--- config.mk ---
export PLATFORM = sky130hd
export DESIGN_NAME = psg_voice_alloc
export DESIGN_NICKNAME = d
export VERILOG_FILES = /design/src/rtl/psg_voice_pkg.sv /design/src/rtl/psg_voice_pick.sv /design/src/rtl/psg_voice_alloc.sv
export SDC_FILE = /design/constraint.sdc
export NUM_CORES = 1
export LEC_CHECK = 0
export ABC_AREA = 1
export CAP_MARGIN = 20
export CORE_MARGIN = 8
export CORE_UTILIZATION = 49
export DETAILED_ROUTE_END_ITERATION = 10
export GPL_ROUTABILITY_DRIVEN = 1
export PLACE_DENSITY = 0.75
export SLEW_MARGIN = 20
export SYNTH_ARGS = -nofsm -noshare
export SYNTH_HDL_FRONTEND = slang
export SYNTH_HIERARCHICAL = 1
export SYNTH_SLANG_ARGS = --single-unit
export TNS_END_PERCENT = 20
--- constraint.sdc ---
create_clock -name clk -period 2.05 [get_ports clk]
set_input_delay 0.205 -clock clk [delete_from_list [all_inputs] [get_ports clk]]
set_output_delay 0.205 -clock clk [all_outputs]
set_load 0.01 [all_outputs]
--- src/rtl/psg_voice_pkg.sv ---
// Shared types and defaults for the PSG voice allocator.
package psg_voice_pkg;
  localparam int PSG_NVOICE = 5;
  localparam int PSG_NOTEW  = 16;
  localparam int PSG_KEYW   = 7;
  localparam int PSG_AGEW   = 3;

  typedef enum logic [1:0] {IDLE, SEARCH, ISSUE} state_t;
  typedef logic [PSG_KEYW-1:0] key_t;
  typedef logic [PSG_AGEW-1:0] age_t;
endpackage

--- src/rtl/psg_voice_pick.sv ---
// Combinational voice priority finder: key match, free, releasing, then oldest.
// Oldest-voice stealing is present only when PSG_VOICE_STEAL_EN is defined.
module psg_voice_pick
  import psg_voice_pkg::*;
#(
  parameter int NVOICE = PSG_NVOICE
`ifdef PSG_VOICE_STEAL_EN
  ,
  parameter int AGEW   = PSG_AGEW
`endif
) (
  input  logic                 i_on,
  input  logic [NVOICE-1:0]    i_gate,
  input  logic [NVOICE-1:0]    i_busy,
  input  logic [NVOICE-1:0]    i_match,
`ifdef PSG_VOICE_STEAL_EN
  input  logic [NVOICE*AGEW-1:0] i_age,
`endif
  output logic [NVOICE-1:0]    o_pick,
  output logic                 o_hit
);

  logic [NVOICE-1:0] w_match, w_free, w_rel, w_cand, w_oldest;
  logic              w_found;

  assign w_match = i_gate & i_match;
  assign w_free  = ~i_gate & ~i_busy;
  assign w_rel   = ~i_gate;

`ifdef PSG_VOICE_STEAL_EN
  logic [AGEW-1:0] w_best_age;
  // Strict greater-than keeps the lowest index on equal ages.
  always_comb begin
    w_oldest   = '0;
    w_oldest[0] = 1'b1;
    w_best_age = i_age[0 +: AGEW];
    for (int unsigned i = 1; i < NVOICE; i++) begin
      if (i_age[i*AGEW +: AGEW] > w_best_age) begin
        w_best_age = i_age[i*AGEW +: AGEW];
        w_oldest   = '0;
        w_oldest[i] = 1'b1;
      end
    end
  end
`else
  assign w_oldest = '0;
`endif

  always_comb begin
    w_cand = '0;
    if (|w_match)      w_cand = w_match;
    else if (i_on) begin
      if (|w_free)     w_cand = w_free;
      else if (|w_rel) w_cand = w_rel;
      else             w_cand = w_oldest;
    end
  end

  always_comb begin
    o_pick  = '0;
    w_found = 1'b0;
    for (int unsigned i = 0; i < NVOICE; i++) begin
      if (w_cand[i] && !w_found) begin
        o_pick[i] = 1'b1;
        w_found   = 1'b1;
      end
    end
  end

  assign o_hit = |w_cand;

endmodule

--- src/rtl/psg_voice_alloc.sv ---
// Note-event voice allocator: IDLE -> SEARCH -> ISSUE per request, drives per-voice gate/freq/load.
// Define PSG_VOICE_STEAL_EN to steal the oldest voice when every voice is gated.
module psg_voice_alloc
  import psg_voice_pkg::*;
#(
  parameter int NVOICE = PSG_NVOICE,
  parameter int NOTEW  = PSG_NOTEW,
  parameter int KEYW   = PSG_KEYW,
  parameter int AGEW   = PSG_AGEW
) (
  input  logic                    clk,
  input  logic                    rst_n,
  input  logic                    req_valid,
  output logic                    req_ready,
  input  logic                    req_on,
  input  logic [KEYW-1:0]         req_key,
  input  logic [NOTEW-1:0]        req_freq,
  input  logic                    all_off,
  input  logic [NVOICE-1:0]       v_busy,
  output logic [NVOICE-1:0]       v_gate,
  output logic [NVOICE*NOTEW-1:0] v_freq,
  output logic [NVOICE-1:0]       v_load,
  output logic [NVOICE-1:0]       v_active,
  output logic                    drop
);

  state_t                   r_state, w_next;
  logic                     r_rdy_en;
  logic                     r_on;
  logic [KEYW-1:0]          r_key;
  logic [NOTEW-1:0]         r_nfreq;
  logic [NVOICE*KEYW-1:0]   r_keys;
  logic [NVOICE*AGEW-1:0]   r_age;
  logic [NVOICE*NOTEW-1:0]  r_vfreq;
  logic [NVOICE-1:0]        r_gate, r_load, r_active, r_pick;
  logic                     r_hit, r_drop;
  logic                     w_xfer, w_in_search, w_in_issue;
  logic [NVOICE-1:0]        w_match, w_pick;
  logic                     w_hit;

  always_ff @(posedge clk or negedge rst_n) begin
    if (!rst_n) begin
      r_state  <= IDLE;
      r_rdy_en <= 1'b0;
    end else begin
      r_state  <= w_next;
      r_rdy_en <= 1'b1;
    end
  end

  always_comb begin
    w_next = r_state;
    case (r_state)
      IDLE:    if (w_xfer) w_next = SEARCH;
      SEARCH:  w_next = ISSUE;
      ISSUE:   w_next = IDLE;
      default: w_next = IDLE;
    endcase
    if (all_off) w_next = IDLE;
  end

  always_comb begin
    req_ready   = r_rdy_en && (r_state == IDLE) && !all_off;
    w_xfer      = req_valid && req_ready;
    w_in_search = (r_state == SEARCH);
    w_in_issue  = (r_state == ISSUE);
  end

  always_ff @(posedge clk or negedge rst_n) begin
    if (!rst_n) begin
      r_on    <= 1'b0;
      r_key   <= '0;
      r_nfreq <= '0;
      r_pick  <= '0;
      r_hit   <= 1'b0;
    end else begin
      if (w_xfer) begin
        r_on    <= req_on;
        r_key   <= req_key;
        r_nfreq <= req_freq;
      end
      if (w_in_search) begin
        r_pick <= w_pick;
        r_hit  <= w_hit;
      end
    end
  end

  always_comb begin
    for (int unsigned i = 0; i < NVOICE; i++)
      w_match[i] = (r_keys[i*KEYW +: KEYW] == r_key);
  end

  psg_voice_pick #(
    .NVOICE (NVOICE)
`ifdef PSG_VOICE_STEAL_EN
    ,
    .AGEW   (AGEW)
`endif
  ) u_pick (
    .i_on    (r_on),
    .i_gate  (r_gate),
    .i_busy  (v_busy),
    .i_match (w_match),
`ifdef PSG_VOICE_STEAL_EN
    .i_age   (r_age),
`endif
    .o_pick  (w_pick),
    .o_hit   (w_hit)
  );

  // all_off wins over an ISSUE in the same cycle, so an in-flight request is silently aborted.
  always_ff @(posedge clk or negedge rst_n) begin
    if (!rst_n) begin
      r_gate  <= '0;
      r_keys  <= '0;
      r_age   <= '0;
      r_vfreq <= '0;
      r_load  <= '0;
      r_drop  <= 1'b0;
    end else begin
      r_load <= '0;
      r_drop <= 1'b0;
      if (all_off) begin
        r_gate <= '0;
        r_age  <= '0;
      end else if (w_in_issue) begin
        if (!r_hit) begin
          r_drop <= 1'b1;
        end else if (r_on) begin
          r_gate <= r_gate | r_pick;
          r_load <= r_pick;
          for (int unsigned i = 0; i < NVOICE; i++) begin
            if (r_pick[i]) begin
              r_keys[i*KEYW +: KEYW]    <= r_key;
              r_vfreq[i*NOTEW +: NOTEW] <= r_nfreq;
              r_age[i*AGEW +: AGEW]     <= '0;
            end else if (r_gate[i] && (r_age[i*AGEW +: AGEW] != '1)) begin
              r_age[i*AGEW +: AGEW] <= r_age[i*AGEW +: AGEW] + 1'b1;
            end
          end
        end else begin
          r_gate <= r_gate & ~r_pick;
        end
      end
    end
  end

  always_ff @(posedge clk or negedge rst_n) begin
    if (!rst_n) r_active <= '0;
    else        r_active <= r_gate | v_busy;
  end

  assign v_gate   = r_gate;
  assign v_freq   = r_vfreq;
  assign v_load   = r_load;
  assign v_active = r_active;
  assign drop     = r_drop;

endmodule
## Word-level counts from Yosys, hierarchy flattened

Cells that the tools add are included.

| storage, ports and cells | value |
|---|---|
| register bits | 164 |
| bits in latches | 0 |
| memory bits (writable) | 0 |
| ROM bits | 0 |
| bits of input ports | 33 |
| output and inout port bits | 97 |
| logic and storage cells | 89 |
| memories kept | 0 |

| operators by class | value |
|---|---|
| $add $sub $neg | 0 |
| $mul | 0 |
| divide/modulo/power cells | 0 |
| $lt $le $gt $ge | 0 |
| equal/unequal tests | 8 |
| shifts and indexed selects | 0 |
| mux-type cells | 26 |
| bitwise gates (word level) | 9 |
| reductions and logical operators | 25 |

Operator list:

| kind | count |
|---|---|
| 5-bit 2-to-1 mux | 12 |
| 7-bit equality test | 5 |
| 5-bit AND reduction | 5 |
| 5-bit OR reduction | 4 |
| 5-bit AND | 3 |
| 5-bit NOT | 3 |
| 1-bit 2-to-1 mux | 11 |
| 5-bit OR | 2 |
| 1-bit logical AND | 7 |
| 1-bit logical NOT | 5 |
| 2-bit 2-to-1 mux | 2 |
| 2-bit case mux with 2 select lines | 1 |
| 2-bit nonzero test | 2 |
| 3-bit inequality test (second input constant) | 1 |
| 2-bit by 1-bit equality test with 1-bit output (second input constant) | 1 |
| 2-bit equality test (second input constant) | 1 |
| 2-bit logical NOT | 1 |
| 2-bit AND reduction | 1 |
| 1-bit NOT | 1 |

## Logic depth before layout (Yosys ltp)

Gate-level depths: netlist of the first run.

| depth | value |
|---|---|
| depth in word-level cells | 19 |
| mapped depth | 19 |

## By module

The synthesis of the first run kept the hierarchy.

Modules (own cells, without submodules):

| module | times used | cells each | area an instance (µm²) | seq. area each (µm²) |
|---|---|---|---|---|
| psg_voice_alloc | 1 | 764 | 6,926.6 | 4,103.9 |
| psg_voice_pick | 1 | 53 | 270.3 | 0.0 |

## Worst setup path after synthesis of the first run

OpenSTA, ideal clock, no wires.

| timing path | value |
|---|---|
| kind | reg2reg |
| start point | reg r_key[4] |
| end point | reg r_pick[4] |
| data arrival time | 1,839 ps |
| required time | 1,985 ps |
| path slack | 146 ps |
| stages on the path, launching flop included | 19 |
| buffers on the path | 1 |
| clock period less this slack | 1,904 ps |
| path through | dfrtp_1 > clkbuf_1 > inv_1 > nand2_1 > nand2_1 > nand3_1 > nor2_1 > nand2_2 > nand2_1 > inv_2 > nand3_1 > nor2_1 > nand2_1 > nand2_2 > nor2_4 > nand2_1 > nor2_2 > nand3_1 > nand2_1 |

| between the ends | value |
|---|---|
| cells in the longest elaborated chain, start to end | 17 |

RTL lines:

| what | line | RTL |
|---|---|---|
| start: declaration | psg_voice_alloc.sv:30 | `logic [KEYW-1:0] r_key;` |
| start signal: assignment | psg_voice_alloc.sv:79 | `r_key <= req_key;` |
| 7-bit equality test * | psg_voice_alloc.sv:91 | `w_match[i] = (r_keys[i*KEYW +: KEYW] == r_key);` |
| named net w_match[0] | psg_voice_alloc.sv:38 | `logic [NVOICE-1:0] w_match, w_pick;` |
| 5-bit AND * | psg_voice_pick.sv:26 | `assign w_match = i_gate & i_match;` |
| 5-bit OR reduction | psg_voice_pick.sv:51 | `if (\|w_match) w_cand = w_match;` |
| 5-bit 2-to-1 mux * | psg_voice_pick.sv:51 |  |
| 1-bit 2-to-1 mux | psg_voice_pick.sv:63 | `if (w_cand[i] && !w_found) begin` |
| 1-bit logical NOT | psg_voice_pick.sv:63 |  |
| 1-bit logical AND | psg_voice_pick.sv:63 |  |
| [... 3 more ...] | n/a |  |
| 1-bit 2-to-1 mux | psg_voice_pick.sv:63 |  |
| 1-bit logical NOT | psg_voice_pick.sv:63 |  |
| 1-bit logical AND | psg_voice_pick.sv:63 |  |
| 1-bit 2-to-1 mux | psg_voice_pick.sv:63 |  |
| 1-bit logical NOT | psg_voice_pick.sv:63 |  |
| 1-bit logical AND * | psg_voice_pick.sv:63 |  |
| 1-bit 2-to-1 mux * | psg_voice_pick.sv:63 |  |
| named net w_pick[4] | psg_voice_alloc.sv:38 |  |
| end signal: assignment | psg_voice_alloc.sv:83 | `r_pick <= w_pick;` |
| end: declaration | psg_voice_alloc.sv:35 | `logic [NVOICE-1:0] r_gate, r_load, r_active, r_pick;` |

The timed path passes the listed nets; every way through them passes the cells marked *.
A chain may end at the register's enable or synchronous reset.

## Worst setup path in the final report of the first run

| timing path | value |
|---|---|
| start point | reg r_key[3] |
| end point | reg r_pick[4] |

The elaborated chain is that of the path after synthesis.

==> insert_results.sql, run 1 <==
INSERT INTO impl_metrics (metric_group, metric, value, unit) VALUES
('final_layout', 'layout_cell_share_with_drive_strength_beyond_1', '17.4', '%'),
('logic_synthesis', 'syn_area_per_cell', '8.81', 'sq um'),
('worst_setup_path', 'worstPathArrival', '2.37', 'ns'),
('final_layout', 'layout.cells.most_common', 'nand2_1', ''),
('worst_setup_path', 'worst_r2r_path_depth', '18', ''),
('timing', 'max_slew.worst_pin.slew', '0.533', 'ns'),
('final_layout', 'layout.cells.most_common_list', 'nand2_1, dfrtp_1, clkdlybuf4s50_1', ''),
('timing', 'relSlewSlack', '64.4', '%'),
('clocking', 'cts.sinks', '164', ''),
('logic_synthesis', 'netlist_instances', '817', ''),
('die', 'placeableCoreArea', '14400', 'sq um'),
('clocking', 'cts_buffer_depth', '2', ''),
('worst_setup_path', 'ff_to_ff_setup_slack', '0.05', 'ns'),
('place', 'routabilityCongestion', '0.838', ''),
('clocking', 'cts_max_level', '4', ''),
('die', 'start_util', '49.9', '%'),
('run_status', 'status', 'complete, no violations', ''),
('logic_synthesis', 'synth-compound-area-share', '11.0', '%'),
('place', 'dp_hpwl', '12300', 'um'),
('route', 'drt-total-wl', '18200', 'um'),
('timing', 'timing.final.crit_share', '97.8', '%'),
('place', 'place_ws', '0.0223', 'ns'),
('logic_synthesis', 'synth_simple_gate_area_share', '23.2', '%'),
('timing', 'max_freq', '499', 'MHz'),
('global_routing', 'grt_first_pass_wirelength', '30000', 'um'),
('timing', 'finalSetupTns', '0', 'ns'),
('global_routing', 'grt_pass1_vias', '5846', ''),
('clocking', 'cts-buffers-inserted', '17', ''),
('flow_run', 'max_cap_violations', '0', ''),
('timing', 'finalWorstSetupSlack', '0.0458', 'ns'),
('worst_setup_path', 'critical_path_required', '2.41', 'ns'),
('logic_synthesis', 'synth-seq-area-share', '57.0', '%'),
('global_routing', 'antenna_violations_before_repair', '0', ''),
('logic_synthesis', 'combinational_family_with_the_most_area_after_synthesis', 'simple AND/OR/NAND/NOR gates', ''),
('die', 'io-pin-count', '130', ''),
('worst_setup_path', 'highest_cell_delay_on_the_worst_timing_path', '0.44', 'ns'),
('route', 'post_drt_wl_per_cell', '15.6', 'um'),
('logic_synthesis', 'synth.ff_latch_count', '164', ''),
('final_layout', 'instances_no_fill', '1161', ''),
('die', 'die_width', '137', 'um'),
('pwr', 'power.density', '823', 'nW/um^2'),
('global_routing', 'grt.overflow.total', '0', ''),
('hold_path', 'holdCritPathClass', 'in2reg', ''),
('hold_path', 'min_delay_worst_endpoint', 'r_nfreq[10]', ''),
('logic_synthesis', 'post_synth_mux_area_share', '0', '%'),
('hold_path', 'min_path_cells', '3', ''),
('logic_synthesis', 'netlist-cell-type-count', '24', ''),
('global_routing', 'grt_max_degree', '55', ''),
('clocking', 'tritoncts', 'built', ''),
('worst_setup_path', 'crit_path_max_fanout', '8', ''),
('hold_path', 'worstHoldStart', 'req_freq[10]', ''),
('logic_synthesis', 'post_synth_instance_area', '7200', 'sq um'),
('route', 'drt_iter0_markers', '378', ''),
('logic_synthesis', 'synth_fp_nets', '850', ''),
('worst_setup_path', 'critical_path.most_common_cell', 'nand2_1', ''),
('timing', 'finalClockSkew', '0.00473', 'ns'),
('place', 'numPortBuffers', '129', ''),
('timing', 'final.min_clock_period', '2.00', 'ns'),
('place', 'place_inst', '1119', ''),
('die', 'die_h', '137', 'um'),
('route', 'drt_drc_violations_left', '0', ''),
('final_layout', 'area_growth_syn_to_layout', '30.8', '%'),
('logic_synthesis', 'synth-xor-area-share', '0.608', '%'),
('pwr', 'vdd_ir_drop_max', '0.586', 'mV'),
('route', 'drt_first_pass_iters', '7', ''),
('timing', 'hold_violations', '0', ''),
('worst_setup_path', 'endpoint_kind', 'register', ''),
('die', 'rows', '44', ''),
('timing', 'final.hold.worst_slack', '0.313', 'ns'),
('global_routing', 'grt_use_total', '20.6', '%'),
('worst_setup_path', 'cp_slowest_cell', 'dfrtp_2', '');
==> sequential cells by signal (all words and copies together), names as in the netlist, 2 cells and up <==
name and cells:
v_active 5, r_state 2, v_freq 80, r_nfreq 16, r_keys 35, v_load 5
r_key 7, r_pick 5, v_gate 5
==> cell usage after synthesis, drive strengths merged <==
cell / count / area [sq um]
nand2: 346 / 1320
dfrtp: 164 / 4100
o21ai: 120 / 769
inv: 74 / 278
nor2: 44 / 198
buf: 32 / 298
nand3: 15 / 85.1
or2: 8 / 50.1
xnor2: 5 / 43.8
a21oi: 4 / 20.0
clkbuf: 2 / 7.51
conb: 1 / 3.75
nor3: 1 / 10.0
nor4: 1 / 6.26
==> tightest hold or removal path: cells and delay by family <==
family | cells | cell delay (ns)
buffers and inverters | 1 | 0.39
AND/OR/NAND/NOR | 2 | 0.10
==> power breakdown <==
part / internal, W / switching [W] / total, W
combinational: 0.000500 / 0.000672 / 0.00117
clock: 0.00172 / 0.00122 / 0.00294
sequential: 0.00344 / 0.000198 / 0.00363
total: 0.00566 / 0.00209 / 0.00775
==> kinds of logic (layout without fill, tap and decap cells) <==
logic type / after synthesis / after routing
AO/OA/AOI/OAI: 124 / 124
other: 1 / 1
flip-flops: 164 / 164
XOR/XNOR: 5 / 5
buffers and inverters: 108 / 268
AND/OR/NAND/NOR: 415 / 415
==> through the flow <==
step,total power [W],instance area [sq um],util [%]
after global placement,0.00474,8700,60.3
after detailed placement,0.00476,8700,60.3
after floorplan,0.00426,7200,-
after global routing,0.00814,9410,65.3
final,0.00775,9410,65.3
after CTS,0.00771,9250,64.2
==> timing repair <==
item / CTS / global route
resized for setup: 1 / 36
pin swaps: 0 / 11
setup endpoints to repair: 1 / 6
buffers inserted: 0 / 11
hold buffers: 1 / 0
hold endpoints to repair: 50 / 0
==> area by class of cell <==
type                    count  area (sq um)
flip-flops and latches    164          4110
well taps                 184           230
inverters                  74           293
clock inverters             8          78.8
repair buffers            164          1660
multi-input cells         545          2570
fillers                  1157          5010
clock buffers              22           464
==> worst max path at each step <==
stage,slack (ns),from,endpoint,depth (start not counted)
after floorplan,0.15,r_key[4],r_pick[4],18
after global placement,0.05,r_key[1],r_pick[4],18
after detailed placement,0.02,r_key[1],r_pick[4],18
after CTS,0.004,r_key[3],r_pick[4],17
after global routing,-0.11,r_key[3],r_pick[4],18
final,0.05,r_key[3],r_pick[4],18
==> per-layer routing <==
metal | routed length (um) | up-vias | track usage (%)
met2 | 8610 | 162 | 32.5
met1 | 7430 | 2672 | 24.6
li1 | - | 2831 | -
met4 | 265 | 0 | 7.06
met3 | 1860 | 18 | 9.15
met5 | 0 | - | 0
(Power assumes the default switching activity.)
==> inputs of run 2 (changes only) <==
--- a/config.mk
+++ b/config.mk
@@ -7,8 +7,10 @@
 export LEC_CHECK = 0
 export ABC_AREA = 1
 export CAP_MARGIN = 20
+export CORE_ASPECT_RATIO = 1.25
 export CORE_MARGIN = 8
 export CORE_UTILIZATION = 49
+export CTS_CLUSTER_SIZE = 40
 export DETAILED_ROUTE_END_ITERATION = 10
 export GPL_ROUTABILITY_DRIVEN = 1
 export PLACE_DENSITY = 0.75
@@ -17,4 +19,4 @@
 export SYNTH_HDL_FRONTEND = slang
 export SYNTH_HIERARCHICAL = 1
 export SYNTH_SLANG_ARGS = --single-unit
-export TNS_END_PERCENT = 20
+export TNS_END_PERCENT = 50
==> insert_results.sql, run 2 (synthesis gave the netlist of run 1 again) <==
INSERT INTO impl_metrics (metric_group, metric, value, unit) VALUES
('final_layout', 'design.final.nets', '1000', ''),
('route', 'drt_first_pass_iters', '5', ''),
('timing', 'finalSetupViolations', '1', ''),
('die', 'die_h', '151', 'um'),
('route', 'ant_nets', '0', ''),
('timing', 'finalClockSkew', '0.00599', 'ns'),
('global_routing', 'grt_max_degree', '54', ''),
('run_status', 'violated_checks', 'setup timing', ''),
('run_status', 'status', 'complete, but fails checks', ''),
('clocking', 'cts_buffer_depth', '2', ''),
('pwr', 'clockPowerShare', '41.5', '%'),
('worst_setup_path', 'endpoint_kind', 'register', ''),
('final_layout', 'layout.cells.most_common', 'nand2_1', ''),
('final_layout', 'multi_input_comb_area', '2570', 'sq um'),
('final_layout', 'layout_cell_share_with_drive_strength_beyond_1', '17.5', '%'),
('timing', 'finalWorstSetupSlack', '-0.0559', 'ns'),
('final_layout', 'area_growth_syn_to_layout', '32.0', '%'),
('final_layout', 'antennaDiodeCount', '0', ''),
('global_routing', 'grt_first_pass_wirelength', '29600', 'um'),
('worst_setup_path', 'crit_chain', 'inv_4 > nand2_2 > nand2_2 > nor2_2 > nand2_1 > nor2_1 > nand2_1 > nand2_1 > nor2_2 > nand2_2 > nor2_2 > nand2_2 > buf_4 > a21oi_1 > nand3_1 > nand2_1', ''),
('worst_setup_path', 'crit_path_max_fanout', '7', ''),
('route', 'drt-total-wl', '18200', 'um'),
('place', 'routabilityCongestion', '0.796', ''),
('place', 'place_inst', '1107', ''),
('die', 'io-pin-count', '130', ''),
('timing', 'max_freq', '475', 'MHz'),
('final_layout', 'regArea', '4110', 'sq um'),
('timing', 'grt_setup_unrepaired', 'yes', ''),
('flow_run', 'max_cap_violations', '0', ''),
('route', 'vias', '5723', ''),
('final_layout', 'layout.cells.most_common_list', 'nand2_1, dfrtp_1, clkdlybuf4s50_1', ''),
('timing', 'max_slew.worst_pin.slew', '0.512', 'ns'),
('worst_setup_path', 'cp_slowest_cell', 'dfrtp_2', ''),
('timing', 'report.final.slew_viol_count', '0', ''),
('clocking', 'cts_max_level', '4', ''),
('worst_setup_path', 'worstReg2RegStart', 'r_key[3]', ''),
('hold_path', 'holdCritPathClass', 'in2async', ''),
('pwr', 'power_frac_seq', '44.2', '%'),
('pwr', 'power_report.internal_total', '0.00600', 'W'),
('pwr', 'switching_power', '0.00220', 'W'),
('worst_setup_path', 'critical_path_required', '2.41', 'ns'),
('place', 'place_ws', '0.0211', 'ns'),
('die', 'start_util', '50.0', '%'),
('clocking', 'cts-buffers-inserted', '17', ''),
('clocking', 'cts.root.buffer_cell', 'clkbuf_16', ''),
('final_layout', 'instances_no_fill', '1157', ''),
('route', 'drt_drc_violations_left', '0', ''),
('timing', 'final.min_clock_period', '2.11', 'ns'),
('clocking', 'tritoncts', 'built', ''),
('clocking', 'clock_latency', '0.42', 'ns'),
('die', 'rows', '49', ''),
('pwr', 'static-leakage-power', '4.53', 'nW'),
('timing', 'relSlewSlack', '65.9', '%'),
('worst_setup_path', 'highest_cell_delay_on_the_worst_timing_path', '0.47', 'ns'),
('place', 'dp_hpwl', '12000', 'um'),
('route', 'post_drt_wl_per_cell', '15.7', 'um'),
('die', 'placeableCoreArea', '14400', 'sq um'),
('die', 'floorplan.die_area', '18800', 'sq um'),
('timing', 'timing.final.crit_share', '103', '%'),
('final_layout', 'layout.filler_cells', '1142', ''),
('final_layout', 'flip_flop_count_of_the_largest_register_after_layout', '80', ''),
('clocking', 'cts.sinks', '164', ''),
('global_routing', 'antenna_violations_before_repair', '0', ''),
('worst_setup_path', 'worstPathArrival', '2.47', 'ns'),
('timing', 'final.hold.worst_slack', '0.315', 'ns'),
('route', 'drt_iter0_markers', '444', ''),
('timing', 'hold_violations', '0', ''),
('route', 'routed_via_count_divided_by_cell_count', '4.95', ''),
('worst_setup_path', 'worstSetupStartpoint', 'r_key[3]', ''),
('global_routing', 'grt_use_total', '19.5', '%'),
('pwr', 'vdd_ir_drop_max', '0.845', 'mV'),
('die', 'die_width', '124', 'um'),
('worst_setup_path', 'crit_family', 'simple AND/OR/NAND/NOR gates', ''),
('pwr', 'power.share.switching', '26.8', '%'),
('global_routing', 'grt_pass1_vias', '5778', ''),
('pwr', 'power.density', '864', 'nW/um^2'),
('worst_setup_path', 'critPathLaunchType', 'register', ''),
('timing', 'finalSetupTns', '-0.0559', 'ns'),
('worst_setup_path', 'setup.worst_path.class', 'reg2reg', ''),
('clocking', 'clk_pin_slew', '0.06', 'ns'),
('worst_setup_path', 'critPathBufInv', '2', ''),
('global_routing', 'grt.overflow.total', '0', ''),
('pwr', 'fraction_of_power_consumed_by_combinational_cells', '14.3', '%'),
('place', 'numPortBuffers', '129', '');
## run 2: changes by cell type in the layout (fill, tap and decap cells not counted), moves of 2 or more
cell,before,now
clkbuf_8,2,0
clkinv_2,3,1
bufinv_16,1,4
clkbuf_1,3,1
nor2_2,9,6
nand2_2,16,21
inv_8,0,2
dlymetal6s2s_1,0,2
nor2_1,32,35
nand2_1,328,323
nand3_2,4,2
## run 2: stage by stage
| stage | total power [W] | utilization [%] | area (sq um) |
|---|---|---|---|
| final | 0.00820 | 65.9 | 9500 |
| after global routing | 0.00857 | 65.9 | 9500 |
| after CTS | 0.00815 | 64.4 | 9270 |
| after detailed placement | 0.00473 | 59.9 | 8630 |
| after global placement | 0.00471 | 59.9 | 8630 |
| after floorplan | 0.00426 | - | 7200 |
## run 2: cell type report
type	instances	share of cell area, %
repair buffers	165	17.5
well taps	178	2.34
inverters	74	3.08
clock inverters	13	2.09
flip-flops and latches	164	43.3
multi-input cells	545	27.1
clock buffers	18	4.52
## run 2: worst register-to-register path, cell delays in order, from the launching register on
cell	delay [ns]
dfrtp_2	0.47
inv_4	0.11
nand2_2	0.05
nand2_2	0.07
nor2_2	0.04
nand2_1	0.06
nor2_1	0.05
nand2_1	0.09
nand2_1	0.08
nor2_2	0.22
nand2_2	0.11
nor2_2	0.14
nand2_2	0.10
buf_4	0.14
a21oi_1	0.15
nand3_1	0.09
nand2_1	0.08
## run 2: routing by layer
layer  global-route usage [%]  part of all wire, %  up-vias
met5                        0                    0        -
met4                     7.42                  1.9        0
met3                     6.61                  7.1       25
met2                     33.0                   50      157
met1                     22.6                   41     2712
li1                         -                    -     2829
## run 2: worst paths after layout
kind	end	cells after the start	slack [ns]
min	r_keys[24]	2	0.31
max	r_pick[1]	16	-0.06
max in group asynchronous	v_freq[6]	3	1.02
min reg2reg	r_nfreq[6]	2	0.48
max reg2reg	r_pick[1]	16	-0.06
min in group clk	r_nfreq[5]	3	0.31
## run 2: timing repair
action	4_1_cts	5_1_grt
buffers inserted	0	18
setup endpoints to repair	3	6
pin swaps	0	23
gates resized for setup	1	37
hold buffers	1	0
hold endpoints to repair	50	0
gates cloned	0	0
## run 2: power by group through the flow
stage / registers, W / clock network [W] / logic [W]
after floorplan: 0.00363 / 0 / 0.000636
after global placement: 0.00366 / 0 / 0.00105
after detailed placement: 0.00367 / 0 / 0.00106
after CTS: 0.00362 / 0.00346 / 0.00107
after global routing: 0.00365 / 0.00359 / 0.00132
final: 0.00363 / 0.00340 / 0.00117
==> inputs of run 3 (changes only) <==
==> constraint.sdc (replaced) <==
create_clock -name clk -period 2.05 [get_ports clk]
set_input_delay 0.615 -clock clk [delete_from_list [all_inputs] [get_ports clk]]
set_output_delay 0.615 -clock clk [all_outputs]
set_load 0.01 [all_outputs]
==> insert_results.sql, run 3 (synthesis gave the netlist of run 1 again) <==
INSERT INTO impl_metrics (metric_group, metric, value, unit) VALUES
('worst_setup_path', 'endpoint_kind', 'register', ''),
('timing', 'report.final.slew_viol_count', '0', ''),
('worst_setup_path', 'ff_to_ff_setup_slack', '0.05', 'ns'),
('worst_setup_path', 'worstReg2RegStart', 'r_key[1]', ''),
('route', 'drt_iter0_markers', '363', ''),
('route', 'drt-total-wl', '17400', 'um'),
('route', 'vias', '5650', ''),
('clocking', 'cts.root.buffer_cell', 'clkbuf_16', ''),
('global_routing', 'grt_pass1_vias', '5700', ''),
('timing', 'final.min_clock_period', '2.00', 'ns'),
('final_layout', 'area_growth_syn_to_layout', '34.2', '%'),
('worst_setup_path', 'critical_path.reg2reg.endpoint', 'r_hit', ''),
('final_layout', 'layout_cell_share_with_drive_strength_beyond_1', '19.0', '%'),
('clocking', 'clk_pin_slew', '0.06', 'ns'),
('run_status', 'status', 'complete, no violations', ''),
('flow_run', 'max_cap_violations', '0', ''),
('worst_setup_path', 'worstPathArrival', '2.31', 'ns'),
('final_layout', 'flip_flop_count_of_the_largest_register_after_layout', '80', ''),
('pwr', 'vdd_ir_drop_max', '0.705', 'mV'),
('worst_setup_path', 'crit_path_max_fanout', '6', ''),
('clocking', 'clock_latency', '0.42', 'ns'),
('route', 'post_drt_wl_per_cell', '14.8', 'um'),
('timing', 'hold_violations', '0', ''),
('global_routing', 'grt.overflow.total', '0', ''),
('timing', 'max_freq', '499', 'MHz'),
('timing', 'timing.final.crit_share', '97.7', '%'),
('die', 'floorplan.die_area', '18800', 'sq um'),
('timing', 'finalSetupViolations', '0', ''),
('route', 'ant_nets', '0', ''),
('die', 'die_width', '124', 'um'),
('route', 'drt_drc_violations_left', '0', ''),
('worst_setup_path', 'critPathLaunchType', 'register', ''),
('global_routing', 'grt_use_total', '18.9', '%'),
('route', 'drt_first_pass_iters', '4', ''),
('worst_setup_path', 'critical_path_required', '2.36', 'ns'),
('global_routing', 'antenna_violations_before_repair', '0', ''),
('clocking', 'cts_buffer_depth', '2', ''),
('timing', 'grt_setup_unrepaired', 'yes', ''),
('worst_setup_path', 'worst_r2r_path_depth', '17', ''),
('place', 'dp_hpwl', '12100', 'um'),
('pwr', 'fin_total_pwr', '0.00826', 'W'),
('die', 'rows', '49', ''),
('timing', 'finalClockSkew', '0.00865', 'ns'),
('timing', 'finalSetupTns', '0', 'ns'),
('die', 'die_h', '151', 'um'),
('clocking', 'cts.sinks', '164', ''),
('final_layout', 'design.final.nets', '1020', ''),
('hold_path', 'holdCritPathClass', 'in2async', ''),
('die', 'placeableCoreArea', '14400', 'sq um'),
('clocking', 'cts-buffers-inserted', '17', ''),
('final_layout', 'layout.cells.most_common_list', 'nand2_1, dfrtp_1, clkdlybuf4s50_1', ''),
('final_layout', 'antennaDiodeCount', '0', ''),
('timing', 'final.hold.worst_slack', '0.137', 'ns'),
('clocking', 'tritoncts', 'built', ''),
('die', 'io-pin-count', '130', ''),
('clocking', 'cts_max_level', '4', ''),
('global_routing', 'grt_first_pass_wirelength', '28700', 'um'),
('worst_setup_path', 'setup.worst_path.class', 'reg2reg', ''),
('final_layout', 'layout.cells.most_common', 'nand2_1', ''),
('final_layout', 'fin_util', '67.0', '%'),
('pwr', 'power.density', '855', 'nW/um^2'),
('die', 'start_util', '50.0', '%'),
('place', 'routabilityCongestion', '0.790', ''),
('pwr', 'static-leakage-power', '4.72', 'nW'),
('place', 'numPortBuffers', '129', ''),
('global_routing', 'grt_max_degree', '50', ''),
('final_layout', 'post-route-cell-area', '9660', 'sq um'),
('route', 'routed_via_count_divided_by_cell_count', '4.80', ''),
('place', 'detailed_place.area', '8900', 'sq um');
==> run 3: changes by cell type in the layout (fill, tap and decap cells not counted), sizes merged, moves of 2 or more <==
| cell | delta |
|---|---|
| buf | +23 |
| clkinv | -2 |
| inv | +4 |
| dlymetal6s2s | +3 |
| clkdlybuf4s50 | -7 |
==> run 3: layer usage <==
| layer | routed length [um] | track usage [%] |
|---|---|---|
| met2 | 8770 | 32.8 |
| met4 | 250 | 6.34 |
| met3 | 1270 | 7.38 |
| met1 | 7110 | 21.0 |
| met5 | 0 | 0 |
==> run 3: final cells by class <==
| class | instances | area, sq um |
|---|---|---|
| Multi-Input combinational cell | 545 | 2550 |
| Inverter | 74 | 285 |
| Timing Repair inverter | 1 | 5.00 |
| Timing Repair Buffer | 184 | 1840 |
| Tap cell | 178 | 223 |
| Sequential cell | 164 | 4120 |
| Fill cell | 1120 | 4750 |
| Clock inverter | 15 | 218 |
| Clock buffer | 17 | 425 |
==> run 3: through the flow <==
stage          instances  worst slack, ns
2_1_floorplan        817            0.146
3_3_place_gp        1137           -0.389
3_5_place_dp        1137           -0.428
4_1_cts             1173          0.00589
5_1_grt             1178           -0.109
6_report            1178           0.0466
==> run 3: critical path, stage by stage (launching register included) <==
cell and delay [ns]:
dfrtp_2 0.45, buf_6 0.14, nand2_1 0.05, nand2_1 0.04, nor2_1 0.10, nand2_1 0.11, nor2_2 0.13, nand2_1 0.08
nand2_1 0.09, nor2_2 0.05, nand2_1 0.07, nor2_1 0.05, nand2_2 0.07, nand2_4 0.07, nor2_4 0.13, nand3_1 0.11
nand3_1 0.10, nand2_1 0.06
==> run 3: power by group <==
group	internal (W)	switching, W	total, W
Sequential	0.00343	0.000184	0.00362
Clock	0.00207	0.00136	0.00343
Combinational	0.000534	0.000675	0.00121
==> run 3: what timing repair did <==
action / 4_1_cts / 5_1_grt
hold buffers: 0 / 0
endpoints found under the setup margin: 9 / 11
setup buffers: 3 / 5
resized for setup: 16 / 17
cloned: 1 / 0
pin swaps: 1 / 6
==> run 3: how the worst max path moves through the flow <==
stage	slack (ns)	to	depth (start not counted)	from
6_report	0.05	r_hit	17	r_key[1]
2_1_floorplan	0.15	r_pick[4]	18	r_key[4]
3_5_place_dp	-0.43	req_ready	5	all_off
4_1_cts	0.006	v_gate[3]	1	v_gate[3]
3_3_place_gp	-0.39	req_ready	5	all_off
5_1_grt	-0.11	r_hit	17	r_key[0]
